`config.mk`:
```
export PLATFORM = sky130hd
export DESIGN_NAME = ccff_bitstream_loader
export DESIGN_NICKNAME = d
export VERILOG_FILES = /design/src/rtl/ccff_bitstream_loader.sv
export SDC_FILE = /design/constraint.sdc
export NUM_CORES = 1
export LEC_CHECK = 0
export ABC_AREA = 1
export CAP_MARGIN = 10
export CORE_AREA = 2 2 116 175
export DETAILED_ROUTE_END_ITERATION = 10
export DIE_AREA = 0 0 118 177
export GPL_TIMING_DRIVEN = 0
export PLACE_DENSITY_LB_ADDON = 0.05
export SYNTH_ARGS = -nofsm -noshare
export SYNTH_HDL_FRONTEND = slang
export SYNTH_SLANG_ARGS = --single-unit
```
`constraint.sdc`:
```
create_clock -name prog_clk -period 4.1 [get_ports prog_clk]
set_input_delay 0.41 -clock prog_clk [delete_from_list [all_inputs] [get_ports prog_clk]]
set_output_delay 0.41 -clock prog_clk [all_outputs]
set_load 0.01 [all_outputs]
```
`src/rtl/ccff_bitstream_loader.sv`:
```
// Serializes configuration words MSB-first into a scan-style DFF chain and
// captures the chain tail as readback words holding the previous contents.
module ccff_bitstream_loader #(
  parameter int DATA_W    = 32,
  parameter int CHAIN_LEN = 6,
  parameter int CNT_W     = 16
) (
  input  logic              prog_clk,
  input  logic              prog_reset,
  input  logic              start,
  input  logic              abort,
  input  logic [DATA_W-1:0] s_data,
  input  logic              s_valid,
  output logic              s_ready,
  output logic              ccff_head,
  output logic              ccff_shift_en,
  input  logic              ccff_tail,
  output logic [DATA_W-1:0] rb_data,
  output logic              rb_valid,
  output logic              busy,
  output logic              done,
  output logic              aborted
);

  localparam int WB_W = $clog2(DATA_W) + 1;

  typedef enum logic [1:0] {IDLE, LOAD, SHIFT, DONE} state_t;

  state_t            state, state_nxt;
  logic [DATA_W-1:0] shreg;
  logic [DATA_W-1:0] rb_shreg;
  logic [DATA_W-1:0] rb_next;
  logic [CNT_W-1:0]  bit_cnt;
  logic [WB_W-1:0]   word_bit;
  logic [WB_W-1:0]   rb_cnt;
  logic              take;
  logic              emit;
  logic              take_abort;

  // Moves the n_valid captured low bits to the top and zero-fills below.
  function automatic logic [DATA_W-1:0] left_justify(input logic [DATA_W-1:0] w,
                                                     input logic [WB_W-1:0]   n_valid);
    return w << (DATA_W - int'(n_valid));
  endfunction

  always_comb begin
    state_nxt  = state;
    take       = 1'b0;
    emit       = 1'b0;
    take_abort = 1'b0;
    s_ready    = 1'b0;
    case (state)
      IDLE: begin
        if (start) state_nxt = LOAD;
      end
      LOAD: begin
        s_ready = !abort;
        if (abort) begin
          take_abort = 1'b1;
          state_nxt  = IDLE;
        end else if (s_valid) begin
          take      = 1'b1;
          state_nxt = SHIFT;
        end
      end
      SHIFT: begin
        if (abort) begin
          take_abort = 1'b1;
          state_nxt  = IDLE;
        end else begin
          emit = 1'b1;
          if (bit_cnt == CNT_W'(CHAIN_LEN - 1))
            state_nxt = DONE;
          else if (word_bit == WB_W'(DATA_W - 1))
            state_nxt = LOAD;
        end
      end
      DONE: begin
        state_nxt = IDLE;
      end
      default: state_nxt = IDLE;
    endcase
  end

  assign busy    = (state == LOAD) || (state == SHIFT);
  assign rb_next = {rb_shreg[DATA_W-2:0], ccff_tail};

  always_ff @(posedge prog_clk or posedge prog_reset) begin
    if (prog_reset) begin
      state         <= IDLE;
      shreg         <= '0;
      bit_cnt       <= '0;
      word_bit      <= '0;
      ccff_head     <= 1'b0;
      ccff_shift_en <= 1'b0;
      rb_shreg      <= '0;
      rb_cnt        <= '0;
      rb_data       <= '0;
      rb_valid      <= 1'b0;
      done          <= 1'b0;
      aborted       <= 1'b0;
    end else begin
      state         <= state_nxt;
      ccff_shift_en <= emit;
      aborted       <= take_abort;
      done          <= (state == DONE);
      rb_valid      <= 1'b0;

      if (emit) ccff_head <= shreg[DATA_W-1];

      if (take) begin
        shreg    <= s_data;
        word_bit <= '0;
      end else if (emit) begin
        shreg    <= shreg << 1;
        word_bit <= word_bit + 1'b1;
      end

      if (state == IDLE)
        bit_cnt <= '0;
      else if (emit)
        bit_cnt <= bit_cnt + 1'b1;

      // The tail is sampled on the same edge the chain advances; an abort
      // drops the partial readback word.
      if (take_abort) begin
        rb_cnt <= '0;
      end else if (ccff_shift_en) begin
        if (rb_cnt == WB_W'(DATA_W - 1)) begin
          rb_data  <= rb_next;
          rb_valid <= 1'b1;
          rb_cnt   <= '0;
        end else if (state == DONE) begin
          rb_data  <= left_justify(rb_next, rb_cnt + 1'b1);
          rb_valid <= 1'b1;
          rb_cnt   <= '0;
        end else begin
          rb_shreg <= rb_next;
          rb_cnt   <= rb_cnt + 1'b1;
        end
      end
    end
  end

endmodule

```
==> results.txt <==
By area the synthesized netlist is led by sky130_fd_sc_hd__dfrtp_1, sky130_fd_sc_hd__nand3_1, sky130_fd_sc_hd__o21ai_0. The total via count in the routed design came out at 7736. The floorplan step defined a die boundary enclosing 20900 um^2. The leakage power summed over all cells is 4.28 nW.

For this run, design rule violations remaining after detail routing come to 0. The worst setup margin came out at 0.944 ns. At the pin with the least slew margin, the transition time is 0.615 ns. The die is 118 um wide. The routed wire length came out at 27000 um. Of all nets on the critical path, the largest fanout is 10. The area after detailed placement came out at 8780 um^2. The vertical die dimension came out at 177 um. The portion of the clock cycle consumed by the worst path in the final layout is 0.770. The number of hold-repair buffers added at the cts stage came out at 0. The buffer type at the clock tree root is sky130_fd_sc_hd__clkbuf_16. The critical path in this run is classified as reg -> reg.

The count of port buffers added during placement came out at 76. The synthesized area per cell is 7.33 um^2. The critical path starts at rb_cnt[1]. Across every metal layer, demand over resource in global routing totals 0.270.

The number of warning messages in the yosys log is 0. The category of the worst setup path capture point is a flip-flop. The I/O pin total is 77. The largest net degree at the start of global routing is 81. The TritonCTS sink count came out at 130. The end of the worst register-to-register path is rb_data[23]. The number of resized instances in the post-cts repair step came out at 0. Measured against its own limit, the worst slew margin works out to 0.590. The time the worst path needs with I/O delays and setup came out at 3.16 ns. The antenna diode instance count came out at 0. The global-route wire length before repair came out at 43300 um. The top-area cell type share of the netlist area is 0.425. The final non-filler cell area is 9430 um^2. The commonest cells after synthesis are sky130_fd_sc_hd__nand3_1, sky130_fd_sc_hd__dfrtp_1, sky130_fd_sc_hd__nand2_1, sky130_fd_sc_hd__o21ai_0, sky130_fd_sc_hd__inv_1.

Using the TritonRoute via totals, the vias-per-cell ratio works out to 5.47. The highest clock frequency the design can meet is 0.317 GHz. The average wire per cell in the routed design came out at 19.1 um.

The deepest clock path buffer count came out at 2. The post-layout utilization of the core came out at 0.484. The number of instances in the synthesized netlist came out at 1045. The final hold violation count is 0.

The worst setup slack after placement came out at 1.01 ns. The number of distinct standard cells referenced by the synthesized netlist is 39. The worst vdd rail ir drop came out at 418 uV. The initial core utilization is 0.393. The global-route track usage on met1 came out at 0.294. The worst setup path is launched from a flip-flop.

The detailed placer's ending HPWL came out at 21100 um. The clock-pin slew of the registers on the worst-case setup and hold paths came out at 0.06 ns. The number of optimization iterations in the first detailed-route pass came out at 7. The required time of the critical path is 4.41 ns. The fraction of layout cells with a size suffix above 1 is 0.0806. The number of pins with negative max-slew slack in the final report came out at 0. The min-delay analysis places its worst path in the category in -> async. The critical path arrival came out at 3.46 ns. The met2 capacity usage during global routing is 0.481. The startpoint identified for the worst register-to-register timing path is rb_cnt[1].

The layout overhead on the synthesized area is 23.1%. The flow ran to the end, and the final reports show no timing, DRC or antenna violations. When the netlist entered floorplanning its net count stood at 1091.

The final count of negative-setup-slack endpoints came out at 0. The number of storage elements in the synthesis netlist is 130. For flop-to-flop paths, the worst setup slack is 0.94 ns.

The number of buffers added by the clock tree synthesis step came out at 17. The CTS H-tree depth came out at 4. The cell taking the most area after synthesis is sky130_fd_sc_hd__dfrtp_1.

The clock skew is 0.00563 ns. In the synthesized netlist the async set-or-reset flop fraction comes to 1.00. The later-pin clock latency in the skew report is 0.43 ns. The most used flip-flop cell after synthesis is sky130_fd_sc_hd__dfrtp_1.

The synthesized area came out at 7660 um^2. Once the clock tree was built, the setup fixing pass inserted 0 buffers. The total global routing overflow came out at 0. The via count of the first global-routing pass is 7854.

The number of routed nets with antenna violations is 0. The initial antenna violation count is 0. The count of maximum capacitance violations is 0. The first routing iteration left 473 violations.

The area of the core region is 19500 um^2. The net total in the final layout came out at 1187. Routability-driven placement finished with a final weighted congestion of 0.967. The post-route total power is 7.66 mW. The total power density per cell area came out at 812 nW/um^2. The TritonCTS clock tree is done. The site row count came out at 63. The sequential share of the synthesized area came out at 0.425. The met3 global-route usage is 0.0416. Yosys instantiated no cell more often than sky130_fd_sc_hd__nand3_1.

The depth of the worst register-to-register path is 13. Setup repair after global routing left no endpoint under its margin. The number of enable-type register cells in the synthesized netlist came out at 0.

In this run the most used layer during global routing was met2.
[metrics by stage]
stage	hold WS, ns	TNS (ns)	instances
after detailed placement	0.479	0	1382
after global placement	0.477	-243.16	1381
final	0.384	0	1414
after global routing	0.437	0	1414
after CTS	0.400	0	1414
after floorplan	0.455	0	1045
[metal layers]
metal  wire length (um)  vias up
met1              10300     3652
met4               1860        0
met5                  0        -
li1                   -     3743
met2              13800      248
met3               1060       93
[worst max path at each step]
stage             endpoint  slack, ns  cells after the start
3_3_place_gp    rb_data[2]      -1.89                      2
5_1_grt        rb_data[23]       0.84                     13
4_1_cts        rb_data[23]        1.0                     13
3_5_place_dp   rb_data[23]       1.01                     13
6_report       rb_data[23]       0.94                     13
2_1_floorplan      aborted       0.22                      1
[cell type report]
type | count | area [um^2]
Inverter | 109 | 417
Buffer | 69 | 353
Multi-Input combinational cell | 737 | 3640
Clock buffer | 17 | 425
Tap cell | 260 | 325
Clock inverter | 15 | 228
Sequential cell | 130 | 3250
Fill cell | 2054 | 10000
Timing Repair Buffer | 77 | 788
[power breakdown]
| part | switching, mW | total [mW] | internal [mW] |
|---|---|---|---|
| Sequential | 0.386 | 2.17 | 1.79 |
| Clock | 0.630 | 1.71 | 1.09 |
| Combinational | 2.47 | 3.77 | 1.30 |
| Total | 3.49 | 7.66 | 4.17 |
[logic make-up (layout without fill, tap and decap cells)]
logic type / after synthesis / count (layout) / synth area share
AND/OR/NAND/NOR: 509 / 509 / 0.310
adder cells (fa/ha/maj): 8 / 8 / 0.0131
flip-flops: 130 / 130 / 0.425
XOR/XNOR: 2 / 2 / 0.00229
buffers and inverters: 178 / 287 / 0.0998
AO/OA/AOI/OAI: 218 / 218 / 0.150
[critical path, cell delays in order (launching register included)]
cell	delay [ns]
sky130_fd_sc_hd__dfrtp_1	0.42
sky130_fd_sc_hd__ha_1	0.26
sky130_fd_sc_hd__nand2_2	0.07
sky130_fd_sc_hd__inv_2	0.07
sky130_fd_sc_hd__nand2_2	0.06
sky130_fd_sc_hd__nor2_2	0.31
sky130_fd_sc_hd__inv_2	0.16
sky130_fd_sc_hd__a21oi_4	0.39
sky130_fd_sc_hd__inv_2	0.17
sky130_fd_sc_hd__clkbuf_1	0.27
sky130_fd_sc_hd__a21oi_1	0.34
sky130_fd_sc_hd__nand2_1	0.10
sky130_fd_sc_hd__a21oi_1	0.30
sky130_fd_sc_hd__nor2_1	0.07
[cells in the final DEF (no fill, tap or decap), types with 2 or more instances in the layout]
master,n
sky130_fd_sc_hd__nor2_1,67
sky130_fd_sc_hd__nand2_4,2
sky130_fd_sc_hd__buf_2,15
sky130_fd_sc_hd__nand2_1,128
sky130_fd_sc_hd__nor2_2,2
sky130_fd_sc_hd__nand4_1,11
sky130_fd_sc_hd__a21oi_1,76
sky130_fd_sc_hd__o22ai_1,4
sky130_fd_sc_hd__nand2_2,6
sky130_fd_sc_hd__and2_1,2
sky130_fd_sc_hd__o21ai_0,121
sky130_fd_sc_hd__clkinv_4,2
sky130_fd_sc_hd__a21oi_2,5
sky130_fd_sc_hd__nand3_1,260
sky130_fd_sc_hd__bufinv_16,5
sky130_fd_sc_hd__clkinv_2,2
sky130_fd_sc_hd__clkinvlp_4,2
sky130_fd_sc_hd__buf_1,5
sky130_fd_sc_hd__inv_2,5
sky130_fd_sc_hd__dfrtp_1,130
sky130_fd_sc_hd__nand3_2,2
sky130_fd_sc_hd__xnor2_1,2
sky130_fd_sc_hd__ha_1,8
sky130_fd_sc_hd__inv_1,102
sky130_fd_sc_hd__clkbuf_16,17
sky130_fd_sc_hd__buf_6,8
sky130_fd_sc_hd__nor4_1,5
sky130_fd_sc_hd__nor3_1,13
sky130_fd_sc_hd__clkbuf_1,39
sky130_fd_sc_hd__or2_2,8
sky130_fd_sc_hd__o21ai_1,2
sky130_fd_sc_hd__a31oi_1,3
sky130_fd_sc_hd__inv_6,5
sky130_fd_sc_hd__clkdlybuf4s50_1,76
sky130_fd_sc_hd__and3_1,2
[sequential cells by signal, summed over array words and instances, names as in the netlist, 2 cells and up]
signal	cells
rb_data	32
shreg	32
rb_shreg	31
bit_cnt	16
rb_cnt	6
word_bit	6
state	2
(Power assumes the default switching activity.)
